===== src/rtl/avalon_pio_debounced.sv =====
// Generic Avalon-MM PIO: synchronised, debounced inputs with edge capture and IRQ, plus an output register.
// Define PIO_DEBOUNCE_EN to build the per-bit debounce counters; otherwise inputs pass straight from the synchroniser.
module avalon_pio_debounced #(
    parameter int unsigned      WIDTH           = 18,
    parameter int unsigned      DEBOUNCE_CYCLES = 16,
    parameter int unsigned      EDGE_MODE       = 0,
    parameter logic [WIDTH-1:0] IN_RESET        = '0,
    parameter logic [WIDTH-1:0] OUT_RESET       = '0
) (
    input  logic             clk_clk,
    input  logic             reset_reset_n,
    input  logic [1:0]       avs_address,
    input  logic             avs_read,
    input  logic             avs_write,
    input  logic [31:0]      avs_writedata,
    output logic [31:0]      avs_readdata,
    output logic             irq,
    input  logic [WIDTH-1:0] pins_in,
    output logic [WIDTH-1:0] pins_out
);

    logic [WIDTH-1:0] meta_q;
    logic [WIDTH-1:0] sync_q;
    logic [WIDTH-1:0] deb_q, deb_d;
    logic [WIDTH-1:0] out_q, out_d;
    logic [WIDTH-1:0] mask_q, mask_d;
    logic [WIDTH-1:0] cap_q, cap_d;
    logic [WIDTH-1:0] clr;
    logic [WIDTH-1:0] edge_hit;
    logic [WIDTH-1:0] rd_val;
    logic [31:0]      rd_word;
    logic [31:0]      readdata_q, readdata_d;
    logic             irq_q, irq_d;
    logic             wr_data, wr_mask, wr_cap;

    always_ff @(posedge clk_clk or negedge reset_reset_n) begin
        if (!reset_reset_n) begin
            meta_q <= IN_RESET;
            sync_q <= IN_RESET;
        end else begin
            meta_q <= pins_in;
            sync_q <= meta_q;
        end
    end

`ifdef PIO_DEBOUNCE_EN
    localparam int unsigned CW = $clog2(DEBOUNCE_CYCLES + 1);
    localparam logic [CW-1:0] CNT_LAST = CW'(DEBOUNCE_CYCLES - 1);

    logic [CW-1:0] cnt_q [WIDTH];
    logic [CW-1:0] cnt_d [WIDTH];

    // A bounce back to the debounced level drops the count to zero.
    always_comb begin
        deb_d = deb_q;
        for (int i = 0; i < WIDTH; i++) begin
            cnt_d[i] = '0;
            if (sync_q[i] != deb_q[i]) begin
                if (cnt_q[i] == CNT_LAST) begin
                    deb_d[i] = sync_q[i];
                end else begin
                    cnt_d[i] = cnt_q[i] + 1'b1;
                end
            end
        end
    end

    always_ff @(posedge clk_clk or negedge reset_reset_n) begin
        if (!reset_reset_n) begin
            for (int i = 0; i < WIDTH; i++) begin
                cnt_q[i] <= '0;
            end
        end else begin
            for (int i = 0; i < WIDTH; i++) begin
                cnt_q[i] <= cnt_d[i];
            end
        end
    end

    logic unused_bits;
    assign unused_bits = ^avs_writedata;
`else
    always_comb begin
        deb_d = sync_q;
    end

    logic unused_bits;
    assign unused_bits = ^{avs_writedata, 32'(DEBOUNCE_CYCLES)};
`endif

    always_comb begin
        wr_data = avs_write && (avs_address == 2'd0);
        wr_mask = avs_write && (avs_address == 2'd1);
        wr_cap  = avs_write && (avs_address == 2'd2);

        out_d  = wr_data ? avs_writedata[WIDTH-1:0] : out_q;
        mask_d = wr_mask ? avs_writedata[WIDTH-1:0] : mask_q;
        clr    = wr_cap  ? avs_writedata[WIDTH-1:0] : '0;

        if (EDGE_MODE == 0) begin
            edge_hit = deb_d & ~deb_q;
        end else if (EDGE_MODE == 1) begin
            edge_hit = ~deb_d & deb_q;
        end else begin
            edge_hit = deb_d ^ deb_q;
        end

        // A new edge beats a same-cycle write-1-to-clear.
        cap_d = (cap_q & ~clr) | edge_hit;
        irq_d = |(cap_q & mask_q);

        unique case (avs_address)
            2'd0:    rd_val = deb_q;
            2'd1:    rd_val = mask_q;
            2'd2:    rd_val = cap_q;
            default: rd_val = out_q;
        endcase
        rd_word = '0;
        rd_word[WIDTH-1:0] = rd_val;
        readdata_d = avs_read ? rd_word : readdata_q;
    end

    always_ff @(posedge clk_clk or negedge reset_reset_n) begin
        if (!reset_reset_n) begin
            deb_q      <= IN_RESET;
            out_q      <= OUT_RESET;
            mask_q     <= '0;
            cap_q      <= '0;
            readdata_q <= '0;
            irq_q      <= 1'b0;
        end else begin
            deb_q      <= deb_d;
            out_q      <= out_d;
            mask_q     <= mask_d;
            cap_q      <= cap_d;
            readdata_q <= readdata_d;
            irq_q      <= irq_d;
        end
    end

    assign avs_readdata = readdata_q;
    assign irq          = irq_q;
    assign pins_out     = out_q;

endmodule

===== config.mk =====
export PLATFORM = sky130hd
export DESIGN_NAME = avalon_pio_debounced
export DESIGN_NICKNAME = d
export VERILOG_FILES = /design/src/rtl/avalon_pio_debounced.sv
export SDC_FILE = /design/constraint.sdc
export NUM_CORES = 1
export LEC_CHECK = 0
export ABC_AREA = 0
export CAP_MARGIN = 10
export CORE_MARGIN = 2
export CORE_UTILIZATION = 30
export DETAILED_ROUTE_END_ITERATION = 12
export GPL_ROUTABILITY_DRIVEN = 0
export GPL_TIMING_DRIVEN = 0
export HOLD_SLACK_MARGIN = 0.08
export MAX_ROUTING_LAYER = met4
export PLACE_DENSITY = 0.49
export SYNTH_ARGS = -nofsm -noshare
export SYNTH_HDL_FRONTEND = slang
export SYNTH_SLANG_ARGS = --single-unit

===== constraint.sdc =====
create_clock -name clk_clk -period 2.2 [get_ports clk_clk]
set_input_delay 0.22 -clock clk_clk [delete_from_list [all_inputs] [get_ports clk_clk]]
set_output_delay 0.22 -clock clk_clk [all_outputs]
set_load 0.1 [all_outputs]

==> run summary, run 1 <==
Die W = 131 um
Slew Limit Headroom = 31.3%
Finished Layout Cells = 651
vias in the first global route = 2,976
num rows = 46
Simple-Gate Fraction of Synth Area = 3.80%
htree depth = 4
Max FO, Critical Path = 2
Hold Path Sink = meta_q[11]
Final min period = 2.16 ns
synthesized area per cell = 15.6 um^2
largest net degree at the start of global routing = 66
post-synthesis mux area share = 21.7%
delay-heaviest family, CP = buffers and inverters
ANT nets after route = 0
R2R Path Start = mask_q[8]
max incr delay on CP = 1.14 ns
Leakage = 0.00298 uW
Post-Synth Adder-Cell Area = 0%
CTS root buffer = clkbuf_16
drt pass-1 iters = 4
gr usage total = 14.0%
main combinational cell family by area after synthesis = multiplexers
Detailed Route WL = 10,600 um
YS warnings = 0
crit path DAT = 1.94 ns
Port Buffer Count = 77
register area share after synthesis = 65.6%
gr ovfl total = 0
Synth Flop Type = dfrtp_1
CTS tree = done
Slowest-stage cell, CP = clkdlybuf4s50_1
max-cap viol count = 0
status = finished, final reports clean
dpl cells = 618
Setup CP Type = reg -> out
worst vdd ir = 0.617 mV
crit start category = flip-flop
Clock Pin Slew Worst Setup and Hold Paths = 0.06 ns
hold path start = pins_in[11]
Area Growth Syn to Fin = 36.4%
n_diodes = 0
worst min path class = in -> reg
Setup Skew = 0.0134 ns
drt via density = 4.25
leading cell type in the layout, fill and taps excluded = dfrtp_1
Total Die Area = 0.0172 mm^2
initial antenna violation count = 0
Core ar. = 0.0158 mm^2
worst-skew pair later-pin latency = 0.42 ns
crit path cell chain = clkdlybuf4s50_1
Final period util = 98.1%
RSZ-0062 raised after global routing = false
Crit. End Element = primary output
Compound-Gate Fraction of Synth Area = 3.41%
Seq. cell area = 0.00318 mm^2
Die Ht = 131 um
first-pass GRT wire length = 16,600 um
Pins Over Slew Limit = 0
Worst Hold Path Cells = 1
Clock Sink Count = 127
layout cell share with drive strength beyond 1 = 30.3%
Nets = 478
R2R setup slack = 0.64 ns
DRC viols = 0
flops & latches, synth = 127
Cells after Synth = 311
Post-synth ARST share = 100%
slew of the pin with the lowest slew margin = 1.03 ns
synthesized area = 0.00484 mm^2
worst-case clock buffer depth = 2
maximum operating frequency = 0.463 GHz
worst setup margin = 0.0419 ns
area occupied by multi-input gates = 0.00145 mm^2
Reg2Reg Depth = 4
I/O Pins = 107
crit path buf inv count = 1
Routed WL per cell = 16.3 um
Fillers = 1,442
Starting Density = 30.6%
Placement Setup Slack = -0.0341 ns
Worst R2R End = irq
number of flops mapped to enable cells by yosys = 0
# Post-CTS Setup Buffers = 0
initial drt markers = 123
final hold vios = 0
TritonCTS Buffers = 17
Req. time, crit path = 1.98 ns
xor-xnor portion of the synthesized cell area = 0%
Synth cell types = 20
final setup fails = 0
detailed placer's ending HPWL = 7030 um
Pwr Density = 1170 mW/mm^2
most frequent cells in the layout = dfrtp_1 (127), clkdlybuf4s50_1 (63), mux2_2 (44), nand2_1 (36)
detailed-route via count = 2,770
[power by group]
group / switching (uW) / total, uW / internal [uW]
Combinational: 1410 / 2010 / 602
Sequential: 192 / 2810 / 2620
Clock: 1030 / 2870 / 1840
[layer usage]
layer	global-route usage [%]	part of all wire, %	vias up
met1	17.7	46	1418
met2	20.9	48	62
met3	4.85	4.9	10
li1	-	-	1280
met5	-	0	-
met4	5.19	0.95	0
[worst max-delay path by stage]
stage | start | endpoint | slack [ns] | cells after the start
final | avs_readdata[0] | avs_readdata[0] | 0.04 | 1
after global placement | reset_reset_n | avs_readdata[11] | -4.18 | 1
after detailed placement | avs_address[1] | avs_readdata[9] | -0.03 | 5
after global routing | pins_out[9] | pins_out[9] | 0.0004 | 1
after CTS | pins_out[2] | pins_out[2] | 0.006 | 1
after floorplan | pins_out[10] | avs_readdata[10] | 0.51 | 2
[sequential cells by signal (all words and copies together) (netlist names)]
name,flops
deb_d,18
meta_q,18
pins_out,18
irq,1
deb_q,18
mask_q,18
avs_readdata,18
cap_q,18
[cell usage after synthesis, types with 3 or more instances]
master    instances  area [um^2]
dfrtp_1         127         3180
mux2_2           44          495
nand2_1          36          135
inv_1            18         67.6
mux4_2           18          405
buf_4            17          128
o21ai_0          17         85.1
mux2_4           10          150
buf_2             4         20.0
buf_6             4         45.0
a221oi_1          3         26.3
a22o_1            3         26.3
a22oi_1           3         22.5
[cells by family (layout without fill, tap and decap cells)]
group,count (synthesis),count (layout)
flip-flops,127,127
multiplexers,72,72
AND/OR/NAND/NOR,41,41
AO/OA/AOI/OAI,27,27
other,1,14
buffers and inverters,43,154
[layout make-up]
type	instances	share of cell area [%]
repair buffers	79	12.5
clock buffers	19	6.86
inverters	18	1.02
well taps	216	4.09
clock inverters	13	2.44
multi-input cells	154	22.0
plain buffers	25	2.92
flip-flops and latches	127	48.1
[through the flow]
step	cell area (um^2)	power (uW)	TNS, ns	hold slack (ns)	utilization, %
3_5_place_dp	5960	4890	-0.182	0.249	37.7
6_report	6600	7690	0	0.235	41.7
5_1_grt	6600	8010	0	0.224	41.7
2_1_floorplan	4890	4330	0	-0.0756	-
3_3_place_gp	5930	4870	-530.03	0.332	37.5
4_1_cts	6580	7790	0	0.222	41.6
[repair_timing]
item                                    4_1_cts  5_1_grt
endpoints found under the hold margin        62        0
hold buffers                                  1        0
gates resized for setup                       4        9
cloned                                        0        0
endpoints found under the setup margin        4        9
(Power assumes the default switching activity.)
==> run 2, diff against run 1 <==
--- a/config.mk
+++ b/config.mk
@@ -8,13 +8,13 @@
 export ABC_AREA = 0
 export CAP_MARGIN = 10
 export CORE_MARGIN = 2
-export CORE_UTILIZATION = 30
+export CORE_UTILIZATION = 54
 export DETAILED_ROUTE_END_ITERATION = 12
 export GPL_ROUTABILITY_DRIVEN = 0
 export GPL_TIMING_DRIVEN = 0
 export HOLD_SLACK_MARGIN = 0.08
 export MAX_ROUTING_LAYER = met4
-export PLACE_DENSITY = 0.49
+export PLACE_DENSITY = 0.91
 export SYNTH_ARGS = -nofsm -noshare
 export SYNTH_HDL_FRONTEND = slang
 export SYNTH_SLANG_ARGS = --single-unit
==> run 2 against run 1 <==
  * Clock power decreased by 6%
  * Flip-flop and latch count unchanged
  * Cell count decreased by 17%
  * Critical endpoint is now avs_readdata[12]
  * Highest routed layer unchanged
==> run summary, run 2 (same netlist as run 1, synthesis figures left out) <==
status = finished, final reports clean (unchanged)
GRT busiest layer = met2 (unchanged)
RSZ-0062 raised after global routing = false (unchanged)
Starting Density = 55.5% (was 30.6%)
gr usage total = 24.2% (was 14.0%)
num rows = 34 (was 46)
combinational share of power = 26.1% (about the same)
Slew Limit Headroom = 32.3% (was 31.3%)
Area Growth Syn to Fin = 31.4% (was 36.4%)
leading cell type in the layout, fill and taps excluded = dfrtp_1 (unchanged)
maximum operating frequency = 0.499 GHz (was 0.463 GHz)
Leakage = 0.00291 uW (was 0.00298 uW)
DRC viols = 0 (unchanged)
crit path cell chain = dlygate4sd2_1 (was clkdlybuf4s50_1)
overall power = 7450 uW (was 7690 uW)
Clock Pin Slew Worst Setup and Hold Paths = 0.06 ns (about the same)
max-cap viol count = 0 (unchanged)
Worst Hold Path Cells = 1 (unchanged)
Max FO, Critical Path = 2 (unchanged)
slew of the pin with the lowest slew margin = 1.02 ns (was 1.03 ns)
Setup CP Type = reg -> out (unchanged)
worst-skew pair later-pin latency = 0.51 ns (was 0.42 ns)
Core ar. = 0.00872 mm^2 (was 0.0158 mm^2)
Slowest-stage cell, CP = dlygate4sd2_1 (was clkdlybuf4s50_1)
detailed-route via count = 2,903 (was 2,770)
Die Ht = 98.7 um (was 131 um)
Clock Sink Count = 127 (unchanged)
drt via density = 5.35 (was 4.25)
fin util = 73.0% (was 41.7%)
initial drt markers = 140 (was 123)
Cell Int Power = 4760 uW (was 5060 uW)
clock power share = 36.1% (was 37.3%)
Die W = 98.7 um (was 131 um)
crit path DAT = 1.78 ns (was 1.94 ns)
first-pass GRT wire length = 17,300 um (was 16,600 um)
crit path buf inv count = 1 (unchanged)
final hold vios = 0 (unchanged)
worst-case clock buffer depth = 2 (unchanged)
TritonCTS Buffers = 17 (unchanged)
Sw Share = 36.2% (was 34.2%)
I/O Pins = 107 (unchanged)
sequential power share = 37.8% (was 36.5%)
crit start category = flip-flop (unchanged)
initial antenna violation count = 0 (unchanged)
largest net degree at the start of global routing = 69 (was 66)
stages on the worst setup path = 1 (unchanged)
ANT nets after route = 0 (unchanged)
Reg2Reg Depth = 4 (unchanged)
max incr delay on CP = 0.88 ns (was 1.14 ns)
most frequent cells in the layout = dfrtp_1 (127), mux2_2 (44), clkdlybuf4s50_1 (39), dlygate4sd2_1 (37), nand2_1 (36) (was dfrtp_1 (127), clkdlybuf4s50_1 (63), mux2_2 (44), nand2_1 (36))
Port Buffer Count = 77 (unchanged)
met3 GRT Util = 5.46% (was 4.85%)
Req. time, crit path = 1.98 ns (about the same)
drt pass-1 iters = 4 (unchanged)
Final period util = 91.0% (was 98.1%)
Detailed Route WL = 10,600 um (about the same)
Fin Setup TNS = 0 ns (unchanged)
worst hold slack = 0.145 ns (was 0.235 ns)
Psw = 2700 uW (was 2630 uW)
Setup Skew = 0.00724 ns (was 0.0134 ns)
layout cell share with drive strength beyond 1 = 30.3% (unchanged)
Crit. End Element = primary output (unchanged)
htree depth = 4 (unchanged)
Nets = 478 (unchanged)
vias in the first global route = 3,181 (was 2,976)
n_diodes = 0 (unchanged)
Pwr Density = 1170 mW/mm^2 (about the same)
detailed placer's ending HPWL = 6740 um (was 7030 um)
delay-heaviest family, CP = buffers and inverters (unchanged)
R2R setup slack = 0.78 ns (was 0.64 ns)
worst min path class = in -> reg (unchanged)
Total Die Area = 0.00974 mm^2 (was 0.0172 mm^2)
CTS root buffer = clkbuf_8 (was clkbuf_16)
gr ovfl total = 0 (unchanged)
CTS tree = done (unchanged)
worst vdd ir = 0.819 mV (was 0.617 mV)
Final min period = 2.00 ns (was 2.16 ns)
final setup fails = 0 (unchanged)
met2 Track Usage GR = 39.0% (was 20.9%)
Routed WL per cell = 19.5 um (was 16.3 um)
grt met1 use = 30.9% (was 17.7%)
Pins Over Slew Limit = 0 (unchanged)
## run 2: cell type report
| cell class | count | area [um^2] |
|---|---|---|
| flip-flops and latches | 127 | 3180 |
| fillers | 533 | 2360 |
| multi-input cells | 154 | 1450 |
| repair buffers | 79 | 763 |
| clock buffers | 17 | 414 |
| plain buffers | 25 | 193 |
| clock inverters | 15 | 160 |
| well taps | 108 | 135 |
| inverters | 18 | 67.6 |
## run 2: per-layer routing
metal,part of all wire (%),vias up
met5,0,-
met4,0.82,0
met3,4.1,9
met2,53,89
met1,42,1520
li1,-,1285
## run 2: repair_timing
item                                   CTS  global route
endpoints found under the hold margin   59             0
hold buffers                             1             0
setup endpoints to repair               37             0
setup buffers                            0             0
gates resized for setup                 37             0
## run 2: power groups by stage
| stage | logic [uW] | clock network [uW] | registers [uW] |
|---|---|---|---|
| detailed placement | 2040 | 0 | 2850 |
| finish | 1950 | 2690 | 2820 |
| global route | 2010 | 2830 | 2850 |
| CTS | 1960 | 2700 | 2820 |
| global placement | 2000 | 0 | 2830 |
| floorplan | 524 | 0 | 3800 |
## run 2: final timing paths
kind,startpoint,to
worst max-delay path,avs_readdata[12],avs_readdata[12]
worst min-delay path,pins_in[1],meta_q[1]
worst max register to register,mask_q[10],irq
worst min register to register,meta_q[4],deb_d[4]
max in group asynchronous,reset_reset_n,cap_q[3]
min in group asynchronous,reset_reset_n,pins_out[8]
## run 2: stage by stage
stage               instances  setup WS [ns]  cell area, um^2
floorplan                 324          0.510             4890
global placement          509          -3.71             5800
detailed placement        510         0.0499             5830
CTS                       543          0.191             6360
global route              543          0.157             6360
finish                    543          0.198             6360
